[src/rtl/sdrc_app_pkg.sv]
// Shared types and default widths for the sdrc_core application-side sequencer.
package sdrc_app_pkg;

   localparam int AW_DEFAULT = 30;
   localparam int LW_DEFAULT = 9;

   typedef enum logic [2:0] {
      IDLE,
      WAIT_DATA,
      REQ,
      WR_XFER,
      RD_XFER
   } state_e;

endpackage

[src/rtl/sdrc_app_fifo.sv]
// Show-ahead write-data FIFO: the head word is visible on rdata_o without a read strobe.
module sdrc_app_fifo #(
   parameter  int DW     = 32,
   parameter  int WDEPTH = 64,
   localparam int PW     = $clog2(WDEPTH),
   localparam int CW     = PW + 1
) (
   input  logic          clk,
   input  logic          reset_n,
   input  logic          push_i,
   input  logic [DW-1:0] wdata_i,
   input  logic          pop_i,
   output logic [DW-1:0] rdata_o,
   output logic [CW-1:0] count_o,
   output logic          full_o,
   output logic          empty_o
);

   logic [DW-1:0] mem_q [WDEPTH];
   logic [PW-1:0] wr_ptr_q;
   logic [PW-1:0] rd_ptr_q;
   logic [CW-1:0] count_q;
   logic          do_push;
   logic          do_pop;

   assign full_o  = (count_q == CW'(WDEPTH));
   assign empty_o = (count_q == '0);
   assign do_push = push_i & ~full_o;
   assign do_pop  = pop_i & ~empty_o;
   assign rdata_o = mem_q[rd_ptr_q];
   assign count_o = count_q;

   always_ff @(posedge clk) begin
      if (do_push) begin
         mem_q[wr_ptr_q] <= wdata_i;
      end
   end

   // Pointers wrap naturally because WDEPTH is a power of two.
   always_ff @(posedge clk or negedge reset_n) begin
      if (!reset_n) begin
         wr_ptr_q <= '0;
         rd_ptr_q <= '0;
         count_q  <= '0;
      end else begin
         if (do_push) wr_ptr_q <= wr_ptr_q + PW'(1);
         if (do_pop)  rd_ptr_q <= rd_ptr_q + PW'(1);
         case ({do_push, do_pop})
            2'b10:   count_q <= count_q + CW'(1);
            2'b01:   count_q <= count_q - CW'(1);
            default: count_q <= count_q;
         endcase
      end
   end

endmodule

[src/rtl/sdrc_app_seq.sv]
// Request sequencer in front of sdrc_core: turns a command stream plus buffered
// write data into single outstanding core requests and registers read returns.
module sdrc_app_seq
   import sdrc_app_pkg::*;
#(
   parameter  int DW     = 32,
   parameter  int AW     = AW_DEFAULT,
   parameter  int LW     = LW_DEFAULT,
   parameter  int WDEPTH = 64,
   localparam int CW     = $clog2(WDEPTH) + 1
) (
   input  logic            clk,
   input  logic            reset_n,
   input  logic            cmd_valid,
   output logic            cmd_ready,
   input  logic [AW-1:0]   cmd_addr,
   input  logic [LW-1:0]   cmd_len,
   input  logic            cmd_wr_n,
   input  logic            wd_valid,
   output logic            wd_ready,
   input  logic [DW-1:0]   wd_data,
   output logic [DW-1:0]   rd_data,
   output logic            rd_valid,
   output logic            rd_last,
   output logic            busy,
   output logic            err_len,
   output logic            app_req,
   output logic [AW-1:0]   app_req_addr,
   output logic [LW-1:0]   app_req_len,
   output logic            app_req_wr_n,
   input  logic            app_req_ack,
   output logic [DW-1:0]   app_wr_data,
   output logic [DW/8-1:0] app_wr_en_n,
   input  logic            app_wr_next_req,
   input  logic            app_rd_valid,
   input  logic [DW-1:0]   app_rd_data,
   input  logic            app_last_rd
);

   state_e          state_q, state_d;
   logic [AW-1:0]   addr_q, addr_d;
   logic [LW-1:0]   len_q, len_d;
   logic            wr_n_q, wr_n_d;
   logic [LW-1:0]   beat_q, beat_d;
   logic            err_q, err_d;
   logic            app_req_q;
   logic [DW-1:0]   rd_data_q, rd_data_d;
   logic            rd_valid_q, rd_valid_d;
   logic            rd_last_q, rd_last_d;
   logic [CW-1:0]   fifo_count;
   logic            fifo_full;
   logic            fifo_empty;
   logic            fifo_pop;

   assign fifo_pop = app_wr_next_req && (state_q == WR_XFER);

   sdrc_app_fifo #(
      .DW     (DW),
      .WDEPTH (WDEPTH)
   ) u_fifo (
      .clk     (clk),
      .reset_n (reset_n),
      .push_i  (wd_valid),
      .wdata_i (wd_data),
      .pop_i   (fifo_pop),
      .rdata_o (app_wr_data),
      .count_o (fifo_count),
      .full_o  (fifo_full),
      .empty_o (fifo_empty)
   );

   always_comb begin
      state_d    = state_q;
      addr_d     = addr_q;
      len_d      = len_q;
      wr_n_d     = wr_n_q;
      beat_d     = beat_q;
      err_d      = err_q;
      rd_data_d  = rd_data_q;
      rd_valid_d = 1'b0;
      rd_last_d  = 1'b0;
      case (state_q)
         IDLE: begin
            if (cmd_valid) begin
               addr_d = cmd_addr;
               len_d  = cmd_len;
               wr_n_d = cmd_wr_n;
               beat_d = '0;
               // Oversized writes could never become resident, so they are refused here.
               if (cmd_len == '0) begin
                  state_d = IDLE;
               end else if (!cmd_wr_n && (32'(cmd_len) > 32'(WDEPTH))) begin
                  err_d = 1'b1;
               end else begin
                  state_d = cmd_wr_n ? REQ : WAIT_DATA;
               end
            end
         end
         WAIT_DATA: begin
            if (32'(fifo_count) >= 32'(len_q)) state_d = REQ;
         end
         REQ: begin
            if (app_req_ack) state_d = wr_n_q ? RD_XFER : WR_XFER;
         end
         WR_XFER: begin
            if (fifo_pop) begin
               beat_d = beat_q + LW'(1);
               if (beat_d == len_q) state_d = IDLE;
            end
         end
         RD_XFER: begin
            if (app_rd_valid) begin
               beat_d     = beat_q + LW'(1);
               rd_valid_d = 1'b1;
               rd_data_d  = app_rd_data;
               rd_last_d  = (beat_d == len_q) || app_last_rd;
               if (rd_last_d) state_d = IDLE;
            end
         end
         default: state_d = IDLE;
      endcase
   end

   always_ff @(posedge clk or negedge reset_n) begin
      if (!reset_n) begin
         state_q    <= IDLE;
         addr_q     <= '0;
         len_q      <= '0;
         wr_n_q     <= 1'b1;
         beat_q     <= '0;
         err_q      <= 1'b0;
         app_req_q  <= 1'b0;
         rd_data_q  <= '0;
         rd_valid_q <= 1'b0;
         rd_last_q  <= 1'b0;
      end else begin
         state_q    <= state_d;
         addr_q     <= addr_d;
         len_q      <= len_d;
         wr_n_q     <= wr_n_d;
         beat_q     <= beat_d;
         err_q      <= err_d;
         app_req_q  <= (state_d == REQ);
         rd_data_q  <= rd_data_d;
         rd_valid_q <= rd_valid_d;
         rd_last_q  <= rd_last_d;
      end
   end

   assign cmd_ready    = (state_q == IDLE);
   assign wd_ready     = ~fifo_full;
   assign busy         = (state_q != IDLE);
   assign err_len      = err_q;
   assign app_req      = app_req_q;
   assign app_req_addr = addr_q;
   assign app_req_len  = len_q;
   assign app_req_wr_n = wr_n_q;
   assign app_wr_en_n  = (state_q == WR_XFER) ? '0 : '1;
   assign rd_data      = rd_data_q;
   assign rd_valid     = rd_valid_q;
   assign rd_last      = rd_last_q;

   // The whole burst is resident before the request, so the core can never pull from an empty FIFO.
   a_no_pop_when_empty : assert property (@(posedge clk) disable iff (!reset_n)
      !(fifo_pop && fifo_empty));

endmodule

[config.mk]
export PLATFORM = sky130hd
export DESIGN_NAME = sdrc_app_seq
export DESIGN_NICKNAME = d
export VERILOG_FILES = /design/src/rtl/sdrc_app_pkg.sv /design/src/rtl/sdrc_app_fifo.sv /design/src/rtl/sdrc_app_seq.sv
export SDC_FILE = /design/constraint.sdc
export NUM_CORES = 2
export LEC_CHECK = 0
export BUFFER_PORTS_ARGS = -buffer_cell sky130_fd_sc_hd__buf_4
export CORE_MARGIN = 1
export CORE_UTILIZATION = 60
export DETAILED_ROUTE_END_ITERATION = 10
export PLACE_DENSITY_LB_ADDON = 0.1
export SLEW_MARGIN = 20
export SYNTH_ARGS = -nofsm -noshare
export SYNTH_HDL_FRONTEND = slang
export SYNTH_HIERARCHICAL = 1
export SYNTH_SLANG_ARGS = --single-unit
[constraint.sdc]
create_clock -name clk -period 7.2 [get_ports clk]
set_input_delay 1.44 -clock clk [delete_from_list [all_inputs] [get_ports clk]]
set_output_delay 1.44 -clock clk [all_outputs]
set_load 0.02 [all_outputs]
==> tab_implementation.tex <==
\begin{tabular}{lr}
\hline
Metric & Value \\
\hline
\multicolumn{2}{l}{\textbf{Status}} \\
Outcome & completed \\
\multicolumn{2}{l}{\textbf{Placement}} \\
Half-perimeter wire length after placement & 120.5 mm \\
Post-DP Area & roughly 88000 sq um \\
Buffers added on ports & approximately 230 \\
Setup WS pre-CTS & $\sim$1700 ps \\
Final weighted congestion of routability-driven global placement & about 0.83 \\
\multicolumn{2}{l}{\textbf{Setup path}} \\
Crit Path Class & flop to output port \\
Crit end category & output port \\
CP Buf/Inv Count & 2 \\
Critical Path Source & u\_fifo/rd\_ptr\_q[0]\$\_DFFE\_PN0P\_ \\
Critical Path Slowest Stage Cell & dfrtp\_4 \\
Endpoint of the most critical register-to-register path & u\_fifo/count\_o[6]\$\_DFFE\_PN0P\_ \\
Required time of the critical path & $\sim$5800 ps \\
Cell repeated most along the worst path & buf\_4 \\
Register-to-register path setup slack & around 3000 ps \\
Sequence of cells on the critical path & buf\_4 -> mux4\_2 -> a22o\_1 -> a211oi\_1 -> o22ai\_1 -> a21boi\_0 -> buf\_4 \\
Depth of the worst register-to-register path & 11 \\
Count of cell instances traversed by the critical path & 7 \\
Slowest Stage Delay on Critical Path & 1090 ps \\
Critical path data arrival time & 5120 ps \\
Launch point of the worst reg-to-reg path & state\_q[0]\$\_DFF\_PN0\_ \\
Critical Path Source Type & flop \\
Top Family by Delay on Critical Path & compound AO/OA/AOI/OAI gates \\
Timing endpoint of the critical path & app\_wr\_data[6] \\
Maximum fanout encountered on the critical timing path & between 40 and 50 \\
\multicolumn{2}{l}{\textbf{Hold path}} \\
Worst hold path class & flop to flop \\
Worst hold start & err\_len\$\_DFFE\_PN0P\_ \\
\multicolumn{2}{l}{\textbf{Detailed routing}} \\
Number of vias in the routed layout & approximately 42k \\
Initial DRT Pass Iterations & 5 \\
DRC & 0 \\
Routed wire per std cell & roughly 35 um \\
Routed WL & 211.2 mm \\
Number of DRC violations after detailed-routing iteration 0 & 5303 \\
Remaining number of nets flagged by the antenna check after routing & 0 \\
Detailed-route vias per instance & approximately 6.8 \\
\multicolumn{2}{l}{\textbf{Cells and area}} \\
Synthesis-to-finish area growth & 12.94\% \\
Final cell area excluding filler cells & between 90000 and 100000 sq um \\
Fraction of final layout cells sized beyond drive strength 1 & 0.3054 \\
Number of nets in the final layout & between 4k and 5k \\
\multicolumn{2}{l}{\textbf{CTS}} \\
CTS tree & yes \\
Buffer type at the clock tree root & clkbuf\_16 \\
Clock net sink count & approximately 2.2k \\
Latest clock arrival within the worst-skew pair & $\sim$850 ps \\
Number of CTS-inserted buffers & approximately 210 \\
Clock transition time at the flip-flop clock pins of the worst setup and hold paths & around 60 ps \\
Post-CTS resize count & 0 \\
\# Post-CTS Setup Buffers & 0 \\
CTS H-tree lvls & 4 \\
Number of hold buffers added after CTS & 0 \\
Max clock buf depth & 3 \\
\multicolumn{2}{l}{\textbf{Yosys}} \\
Flip-flop cell with the highest count after synthesis & edfxtp\_1 \\
Net Count, Synth & approximately 3.9k \\
Post-synth EDFFs & a little over 2k \\
Post-synthesis instance total & 3767 \\
Count of yosys warnings during synthesis & 6 \\
Flip-flop and latch count after synthesis & about 2.2k \\
Post-synth ARST share & 0.04965 \\
Avg Inst Size Synth & $\sim$22 sq um \\
Number of different library cells in the post-synthesis netlist & 66 \\
Fraction of the yosys area taken by sequential cells & 0.7715 \\
Summed instance area of the synthesized netlist & 83190 sq um \\
\multicolumn{2}{l}{\textbf{Pwr}} \\
Power Density & 375.9 nW/um\^{}2 \\
Maximum VDD drop & between 0.2 and 0.3 mV \\
Leakage power & 30.27 nW \\
\multicolumn{2}{l}{\textbf{Floorplan}} \\
Die outline area & around 140000 sq um \\
Row count & roughly 140 \\
Number of I/O pins & 227 \\
Vertical extent of the die & 374.4 um \\
Initial core utilization & 0.6050 \\
Std-Cell Core Area & 137500 sq um \\
Width of the die & between 300 and 400 um \\
\multicolumn{2}{l}{\textbf{STA}} \\
Unrepaired setup endpoints after global routing & false \\
Relative slew margins & 0.2088 \\
Minimum period implied by the final worst setup slack & about 6600 ps \\
Final critical-path setup slack & 640.6 ps \\
Clk\_skew & $\sim$37 ps \\
Final TNS setup & 0 ps \\
Max Freq & between 150 and 200 MHz \\
Fin. max-slew vios & 0 \\
Final hold viol count & 0 \\
Tcrit/Tclk final & 0.9110 \\
Final Setup Violations & 0 \\
Slew of the pin with the lowest slew margin & 1184 ps \\
Worst hold slack & 475.2 ps \\
\multicolumn{2}{l}{\textbf{GRT}} \\
Total global-route track usage & 0.3056 \\
Wire length of the first global-routing pass & between 200 and 300 mm \\
Pin count of the biggest net entering global routing & between 100 and 150 \\
Initial antenna violation count & 10 \\
Sum of overflow across all layers after global routing & 0 \\
Number of global-route vias before repair & a little over 40k \\
\multicolumn{2}{l}{\textbf{Run}} \\
Max cap viols & 0 \\
\hline
\end{tabular}
-- state kept, by name, indices dropped and copies added, names as in the netlist --
name             flops
u_fifo/mem_q      2048
rd_data             32
app_req_addr        30
app_req_len          9
beat_q               9
u_fifo/count_o       7
u_fifo/rd_ptr_q      6
u_fifo/wr_ptr_q      6
state_q              3
app_req              1
app_req_wr_n         1
err_len              1
rd_last              1
rd_valid             1
-- metal layers --
metal  vias up  track usage  wire [um]
met5         -            0         10
met4         2      0.09009       5997
met3       333      0.06183      21690
met2      2414       0.4709     100400
met1     22301       0.4506      83110
li1      16549            -          -
-- cell usage after synthesis (all sizes together), types with 6 or more instances --
master	n	share of area
edfxtp	2048	0.74
mux4	527	0.14
buf	132	0.010
nand2	123	0.0056
mux2i	117	0.014
nor2	107	0.0048
dfrtp	106	0.032
mux2	81	0.011
o21ai	76	0.0046
clkbuf	64	0.0029
a21oi	48	0.0029
a22oi	47	0.0042
nand3	31	0.0019
inv	25	0.0011
o22ai	21	0.0016
o221ai	19	0.0020
ha	16	0.0024
a211oi	15	0.0014
xnor2	14	0.0015
a221oi	13	0.0014
nor3	13	0.00084
nor2b	11	0.00083
xor2	11	0.0012
a22o	9	0.00095
a31oi	7	0.00053
and2	7	0.00053
nand2b	6	0.00045
-- worst register-to-register path, delay by kind of cell (launching register included) --
family / cells / cell delay (ps)
and+or+nand+nor: 6 / 2240
adders and majority gates: 2 / 790
AOI/OAI and AO/OA: 2 / 380
xor gates and xnor gates: 1 / 150
DFF: 1 / 520
-- cell type report --
| cell class | count | area [sq um] |
|---|---|---|
| Antenna cell | 8 | 20.02 |
| Sequential cell | 2155 | 64200 |
| Timing Repair Buffer | 345 | 2710 |
| Clock buffer | 267 | 5510 |
| Inverter | 25 | 93.84 |
| Tap cell | 1794 | 2245 |
| Fill cell | 8456 | 43540 |
| Multi-Input combinational cell | 1391 | 18360 |
| Clock inverter | 107 | 820.8 |
-- layout by cell type (no fill, tap or decap), types with 9 or more instances in the layout --
| master | instances |
|---|---|
| clkbuf_16 | 211 |
| o22ai_1 | 21 |
| nor3_1 | 10 |
| nand3_1 | 30 |
| a21oi_1 | 48 |
| xnor2_1 | 14 |
| buf_4 | 336 |
| clkinv_1 | 51 |
| clkinv_2 | 30 |
| inv_1 | 24 |
| xor2_1 | 10 |
| clkbuf_1 | 54 |
| nand2_1 | 123 |
| mux2i_1 | 117 |
| dfrtp_1 | 100 |
| edfxtp_1 | 2048 |
| mux2_2 | 80 |
| nor2b_1 | 9 |
| a221oi_1 | 13 |
| a22o_1 | 9 |
| o21ai_0 | 71 |
| nor2_1 | 42 |
| a211oi_1 | 14 |
| a22oi_1 | 47 |
| nor2_4 | 64 |
| mux4_2 | 527 |
| ha_1 | 16 |
| bufinv_16 | 10 |
| o221ai_1 | 19 |
-- metrics by stage --
stage                     utilization  instances  power [mW]
after floorplan                     -       3767       21.68
after global placement         0.6367       5708       25.23
after detailed placement       0.6372       5710       25.29
after CTS                      0.6832       6084       35.44
after global routing           0.6832       6084       36.45
final                          0.6834       6092       35.32
-- power by group --
part,switching [mW],internal [mW],leakage (nW),total (mW)
sequential,0.512,14.4,19.8,14.9
combinational,5.73,4.44,7.40,10.2
clock,4.51,5.73,3.09,10.2
-- worst min path at each step --
stage / depth (start not counted) / endpoint / slack (ps)
detailed placement: 1 / err_len$_DFFE_PN0P_ / 450
finish: 1 / err_len$_DFFE_PN0P_ / 480
floorplan: 1 / u_fifo/wr_ptr_q[2]$_DFFE_PN0P_ / 460
CTS: 1 / err_len$_DFFE_PN0P_ / 480
global route: 1 / err_len$_DFFE_PN0P_ / 500
global placement: 1 / err_len$_DFFE_PN0P_ / 450
-- cell families (layout without fill, tap and decap cells) --
kind of cell               Yosys count  after routing  share of synthesized area
xor gates and xnor gates            25             25                   0.002722
muxes                              725            725                     0.1677
AOI/OAI and AO/OA                  293            293                    0.02334
adders and majority gates           17             17                   0.002647
other                                0              8                          0
and+or+nand+nor                    331            331                    0.01808
buffers and inverters              221            744                    0.01400
DFF                               2155           2155                     0.7715
Note: power is estimated with default switching activity, not from simulation.
